===== src/rtl/serial_subtractor.sv =====
// rtl/serial_subtractor.sv - bit-serial unsigned subtractor with borrow-in and done pulse
module serial_subtractor #(
    parameter int WIDTH = 4
) (
    input  logic             clk,
    input  logic             rst_n,
    input  logic             start,
    input  logic [WIDTH-1:0] A,
    input  logic [WIDTH-1:0] B,
    input  logic             Bin,
    output logic [WIDTH-1:0] Diff,
    output logic             Bout,
    output logic             busy,
    output logic             done
);

    // One extra counter bit so the count never wraps inside an operation
    localparam int CW = $clog2(WIDTH) + 1;

    typedef enum logic [1:0] {
        IDLE = 2'd0,
        RUN  = 2'd1,
        DONE = 2'd2
    } state_t;

    state_t           state_q, state_d;
    logic [WIDTH-1:0] a_q, a_d;
    logic [WIDTH-1:0] b_q, b_d;
    logic [WIDTH-1:0] res_q, res_d;
    logic [WIDTH-1:0] diff_q, diff_d;
    logic             br_q, br_d;
    logic             bout_q, bout_d;
    logic [CW-1:0]    cnt_q, cnt_d;
    logic             bit_d;
    logic             bit_br;

    // Full-subtractor cell on the current LSBs of the operand shift registers
    always_comb begin
        bit_d  = a_q[0] ^ b_q[0] ^ br_q;
        bit_br = (~a_q[0] & b_q[0]) | (~(a_q[0] ^ b_q[0]) & br_q);
    end

    // Next-state and datapath: latch operands in IDLE, one bit per edge in RUN
    always_comb begin
        state_d = state_q;
        a_d     = a_q;
        b_d     = b_q;
        res_d   = res_q;
        diff_d  = diff_q;
        br_d    = br_q;
        bout_d  = bout_q;
        cnt_d   = cnt_q;
        case (state_q)
            IDLE: begin
                if (start) begin
                    a_d     = A;
                    b_d     = B;
                    br_d    = Bin;
                    res_d   = '0;
                    cnt_d   = '0;
                    state_d = RUN;
                end
            end
            RUN: begin
                a_d   = a_q >> 1;
                b_d   = b_q >> 1;
                br_d  = bit_br;
                // Result bits enter at the MSB so the LSB lands at bit 0 after WIDTH shifts
                res_d = {bit_d, res_q[WIDTH-1:1]};
                cnt_d = cnt_q + CW'(1);
                if (cnt_q == CW'(WIDTH - 1)) begin
                    // Diff is only written here, so partial results never show
                    diff_d  = {bit_d, res_q[WIDTH-1:1]};
                    bout_d  = bit_br;
                    state_d = DONE;
                end
            end
            DONE: begin
                state_d = IDLE;
            end
            default: begin
                state_d = IDLE;
            end
        endcase
    end

    // State and datapath registers, asynchronously cleared
    always_ff @(posedge clk or negedge rst_n) begin
        if (!rst_n) begin
            state_q <= IDLE;
            a_q     <= '0;
            b_q     <= '0;
            res_q   <= '0;
            diff_q  <= '0;
            br_q    <= 1'b0;
            bout_q  <= 1'b0;
            cnt_q   <= '0;
        end else begin
            state_q <= state_d;
            a_q     <= a_d;
            b_q     <= b_d;
            res_q   <= res_d;
            diff_q  <= diff_d;
            br_q    <= br_d;
            bout_q  <= bout_d;
            cnt_q   <= cnt_d;
        end
    end

    assign Diff = diff_q;
    assign Bout = bout_q;
    assign busy = (state_q == RUN);
    assign done = (state_q == DONE);

endmodule


===== config.mk =====
export PLATFORM = sky130hd
export DESIGN_NAME = serial_subtractor
export DESIGN_NICKNAME = d
export VERILOG_FILES = /design/src/rtl/serial_subtractor.sv
export SDC_FILE = /design/constraint.sdc
export NUM_CORES = 1
export LEC_CHECK = 0
export ABC_AREA = 1
export CORE_AREA = 2 2 49 51
export CTS_CLUSTER_SIZE = 8
export DETAILED_ROUTE_END_ITERATION = 10
export DIE_AREA = 0 0 51 53
export PLACE_DENSITY = 0.84
export RECOVER_POWER = 50
export SLEW_MARGIN = 20
export SYNTH_ARGS = -nofsm -noshare
export SYNTH_HDL_FRONTEND = slang
export SYNTH_SLANG_ARGS = --single-unit

===== constraint.sdc =====
create_clock -name clk -period 1.3 [get_ports clk]
set_input_delay 0.13 -clock clk [delete_from_list [all_inputs] [get_ports clk]]
set_output_delay 0.13 -clock clk [all_outputs]
set_load 0.1 [all_outputs]

==> results of run 1 <==
cell families after synthesis:
logic type	share of synthesized area, %
flip-flops	54.32
adder cells (fa/ha/maj)	4.444
buffers and inverters	9.506
AND/OR/NAND/NOR	24.81
AO/OA/AOI/OAI	6.913
metrics by stage:
step | setup TNS, ps | instances | setup slack, ps | instance area, µm²
after floorplan | -543.3 | 119 | -114.5 | 1026
after detailed placement | 0 | 167 | 59.28 | 1328
after global placement | 0 | 167 | 93.14 | 1328
after CTS | 0 | 173 | 1.934 | 1378
after global routing | -145.7 | 181 | -38.57 | 1434
final | 0 | 181 | 14.24 | 1434
power breakdown:
part           internal, µW  switching [µW]  leakage, µW  total (µW)
registers               997             215     0.000276        1210
clock network           108             193    0.0000138         301
logic                  1030            1560     0.000457        2590
routing by layer:
layer | wire length, µm | vias up
met5 | 0 | -
met4 | 28 | 0
met3 | 118 | 4
met2 | 1231 | 34
met1 | 906 | 441
li1 | - | 436
what timing repair did:
action	CTS	global route
hold buffers	0	0
gates resized for setup	2	3
buffers inserted	4	8
pin swaps	2	1
setup endpoints to repair	2	16
path summary, 6_finish.rpt:
check,from,to,slack [ps],cells after the start
max,state_q[1],done,10,3
min,rst_n,Diff[2],330,2
max reg2reg,state_q[1],b_q[0],30,7
min reg2reg,b_q[2],b_q[2],490,2
max in group asynchronous,rst_n,state_q[0],580,2
min in group clk,A[3],a_q[3],390,3
Yosys cell counts:
master   instances  area share, %
buf_6            1            1.1
buf_2            2           0.99
o21ai_0          7            3.5
fa_1             1            2.0
o21ai_1          3            1.5
nand3_1         13            6.4
inv_2            1           0.37
nand2_2          3            1.9
o22ai_1          1           0.62
dfrtp_1         22             54
inv_1           19            7.0
a21oi_1          1           0.49
nand4_1          1           0.62
nor2_1           3            1.1
o21ai_2          1           0.86
ha_1             2            2.5
nand2_1         37             14
nor2_4           1            1.1
state kept, by name, indices dropped and copies added (netlist names):
signal,count
state_q,2
br_q,1
res_q,3
Diff,4
cnt_q,3
Bout,1
b_q,4
a_q,4
area by class of cell:
| class | count | area, µm² | share of cell area [%] |
|---|---|---|---|
| Sequential cell | 22 | 551.8 | 38.48 |
| Multi-Input combinational cell | 74 | 386.6 | 26.96 |
| Timing Repair Buffer | 34 | 362.8 | 25.31 |
| Inverter | 20 | 75.07 | 5.236 |
| Tap cell | 28 | 35.03 | 2.443 |
| Clock buffer | 3 | 22.52 | 1.571 |
worst reg2reg max path: stages (launching register included):
cell and delay (ps):
dfrtp_1 450, inv_2 100, buf_4 170, nand2_2 100, buf_6 150, nand2_1 70, nand3_1 90, nand2_1 50
==> key figures, run 1 <==
Status
  – Outcome: finished, final reports clean

Detailed routing
  – Via Count: between 900 and 1000
  – Residual DRC: 0
  – Vias/cell: ~5.1
  – DR WL/cell: 12.62 µm
  – DRT Pass-1 Iters: 4
  – Final wirelength: roughly 2300 µm
  – Initial DRC count: 39
  – Final antenna-violating net count: 0

Clock network
  – Max clock buf depth: 2
  – Worst-path clk slew: 120 ps
  – CTS Sinks: 22
  – Root buf cell: clkbuf_4
  – CTS tree: yes
  – Clock Latency Late Sink: 300 ps
  – # H-tree levels: 1
  – Cts bufs inserted: 3

Placed design
  – Port buffer count: 18
  – GPL Wtd Cong: between 0.7 and 0.8
  – Hpwl dp: 1506 µm

Floorplan
  – Die Height: 53 µm
  – # rows: 17
  – Die area: 2703 µm²
  – Initial Utilization: 47.18%
  – Die W: 51 µm
  – Core area: 2148 µm²
  – Number of I/O pins: 19

STA
  – Final worst path period share: 98.90%
  – RSZ-0062 raised after global routing: yes
  – Slew @ Worst Pin: 543.3 ps
  – Endpoints failing setup: 0
  – Min Tclk post-route: 1286 ps
  – Worst hold slack: between 300 and 400 ps
  – Slew Viols, Final: 0
  – Max frequency: 777.8 MHz
  – Clk_skew: between 6 and 7 ps
  – Final Hold Viols: 0
  – Max_slew headroom: 63.78%

Pwr
  – Static leakage: 0.0007466 µW
  – Final Power: 4104 µW
  – Power per cell area: about 2900 nW/µm²
  – VDD IR max: 0.001565 V

Synth
  – Sequential fraction of the synthesis area: 54.32%
  – Syn Inst Count: ~120
  – Syn. warnings: 0
  – Distinct cells, synth: 18
  – Synthesized area: between 1000 and 1500 µm²
  – Syn_nets: 134
  – Flops & latches, synth: 22
  – Mapped Avg Cell Area: 8.517 µm²

Setup path
  – Slowest stage cell, crit path: dfrtp_1
  – Worst Path Buf+Inv: 2
  – Largest stage delay on the critical path: about 450 ps
  – Cell family with most CP delay: flip-flops
  – Crit path required time: 1170 ps
  – WP data arrival: 1160 ps
  – CP Class: reg2out
  – Crit path launch type: register
  – CP endpoint kind: output port
  – Crit path max fanout: 4
  – CP cell instances: inv_2 -> nor2_4 -> buf_12

Layout
  – Layout cells sized above 1: about a quarter
  – Fillers: 170
  – Antenna cells: 0
  – Final Util: 66.74%
  – Layout area overhead: 41.48%
  – Most common cell after layout, fill and taps aside: nand2_1
  – Final net count: 170
  – Most frequent cells in the layout: nand2_1 (36), dfrtp_1 (21), inv_1 (18)

Global route
  – All-Layer GR Usage: between 15 and 20%
  – Vias in the first global route: approximately 780
  – GR peak layer: met2
  – Total congestion overflow: 0
  – Antenna violations before repair: 0
  – Global Route met3 Usage: between 3 and 4%
  – Largest net degree at the start of global routing: 23
  – Global routing usage on met1: about a fifth
  – First-pass GRT wire length: 3408 µm
  – Met2 usage: between 20 and 30%

Worst hold path
  – Worst hold path type: in2async

Job
  – Max cap viols: 0
Note: power is estimated with default switching activity, not from simulation.
==> run 2, diff against run 1 <==
Settings changed: CTS_CLUSTER_DIAMETER from default to 120.
==> results of run 2 <==
Final layout, timing and power as in run 1 (identical DEF).
==> run 3, diff against run 2 <==
Settings changed: CORE_AREA 2 2 49 51 to 3 3 50 52, DIE_AREA 0 0 51 53 to 0 0 53 55, SLEW_MARGIN 20 to default.
==> run 3 against run 2 <==
Compared with the run above:
- the flow now finishes with violations (setup timing)
- critical path depth increased by 1
- sequential cell count is the same
- combinational power fell by 7%
- hold slack worse by 6.5 ps
- via count decreased by 3.5%
- largest cell class unchanged
- largest power group unchanged
==> key figures, run 3 (same netlist as run 1, synthesis figures left out) <==
Status
  – Outcome: complete, but fails checks
  – Violated checks: setup timing

Clock network
  – CTS Sinks: 22
  – Max clock buf depth: 2
  – Root buf cell: clkbuf_4
  – CTS Hold Bufs: 0
  – CTS tree: yes
  – # H-tree levels: 1
  – Worst-path clk slew: approximately 120 ps
  – Cts bufs inserted: 3
  – Clock Latency Late Sink: 310 ps

STA
  – Min Tclk post-route: 1341 ps
  – Slew @ Worst Pin: 550.9 ps
  – Max frequency: 745.6 MHz
  – Final Worst Setup Slack: -41.18 ps
  – Max_slew headroom: 63.27%
  – Endpoints failing setup: 2
  – Clk_skew: 4.524 ps
  – Slew Viols, Final: 0
  – Final worst path period share: 103.2%
  – Setup TNS: -45.92 ps
  – RSZ-0062 raised after global routing: yes
  – Final Hold Viols: 0

Global route
  – GR peak layer: met2
  – All-Layer GR Usage: 16.29%
  – First-pass GRT wire length: 3422 µm
  – Largest net degree at the start of global routing: 23
  – Total congestion overflow: 0
  – Global routing usage on met1: 19.63%
  – Antenna violations before repair: 0
  – Met2 usage: approximately 28%
  – Vias in the first global route: 802
  – Global Route met3 Usage: 2.949%

Floorplan
  – Die area: around 2900 µm²
  – Die W: around 53 µm
  – Number of I/O pins: 19
  – Core area: 2148 µm²
  – Initial Utilization: about 47%
  – Die Height: ~55 µm
  – # rows: 17

Layout
  – Final net count: ~160
  – Layout cells sized above 1: 20.27%
  – Layout area overhead: 39.38%
  – Most frequent cells in the layout: nand2_1 (37), dfrtp_1 (21), inv_1 (18)
  – Post-route design area: 1413 µm²
  – Antenna cells: 0
  – Most common cell after layout, fill and taps aside: nand2_1
  – Non-Filler Instances: 176

Placed design
  – # placed instances: 167
  – Port buffer count: 18
  – DP Area: 1328 µm²
  – Hpwl dp: 1530 µm
  – GPL Wtd Cong: 0.8269

Setup path
  – R2R setup slack: roughly 60 ps
  – Crit path required time: 1170 ps
  – Reg2reg start: cnt_q[0]
  – Crit path max fanout: 4
  – CP Class: reg2out
  – Reg-to-reg endpoint: Diff[3]
  – R2R depth: 6
  – CP endpoint kind: output port
  – WP data arrival: between 1000 and 1500 ps
  – Crit path launch type: register

Detailed routing
  – Vias/cell: 5.017
  – Residual DRC: 0
  – Initial DRC count: 17
  – Final wirelength: about 2100 µm
  – DR WL/cell: 11.73 µm
  – Via Count: 883
  – Final antenna-violating net count: 0
  – DRT Pass-1 Iters: 4

Worst hold path
  – Worst hold path type: in2async

Pwr
  – Power per cell area: 2841 nW/µm²
  – Static leakage: just over 0.0007 µW
  – VDD IR max: ~0.0015 V

Job
  – Max cap viols: 0
run 3: worst max path at each step:
stage / depth (start not counted) / startpoint / to / slack (ps)
2_1_floorplan: 5 / state_q[0] / Bout / -110
3_3_place_gp: 6 / cnt_q[0] / Diff[3] / 100
3_5_place_dp: 4 / start / b_q[3] / 60
4_1_cts: 4 / state_q[0] / busy / -30
5_1_grt: 4 / state_q[0] / busy / -110
6_report: 4 / state_q[0] / busy / -40
run 3: layer usage:
| layer | part of all wire, % | wire length, µm |
|---|---|---|
| met5 | 0 | 0 |
| met4 | 2.6 | 54 |
| met3 | 4.4 | 91 |
| met2 | 51 | 1045 |
| met1 | 42 | 874 |
run 3: critical path: stages, from the launching register on:
cell	delay [ps]
dfrtp_1	450
buf_6	130
inv_4	30
nor2_4	110
buf_12	190
run 3: report_power, final:
part	switching (µW)	internal [µW]
clock network	210	171
logic	1470	946
registers	220	995
total	1900	2110
run 3: layout make-up:
class                   count  area [µm²]
repair buffers             28       330.3
clock buffers               4       36.28
fillers                   185       735.7
inverters                  20       80.08
well taps                  28       35.03
flip-flops and latches     22       551.8
multi-input cells          74       379.1
run 3: stage by stage:
stage / hold WS, ps / utilization [%] / total power (µW) / setup WS, ps
after floorplan: -165.6 / - / 2721 / -114.5
after CTS: 165.4 / 65.87 / 4041 / -26.95
after global routing: 354.4 / 65.75 / 4307 / -106.2
after detailed placement: 465.5 / 61.79 / 3497 / 63.00
final: 321.6 / 65.75 / 4013 / -41.18
after global placement: 459.9 / 61.79 / 3421 / 97.35
run 3: timing repair:
action,CTS,global route
setup buffers,5,0
pin swaps,2,1
gates resized for setup,5,1
gates cloned,0,0
setup endpoints to repair,2,8
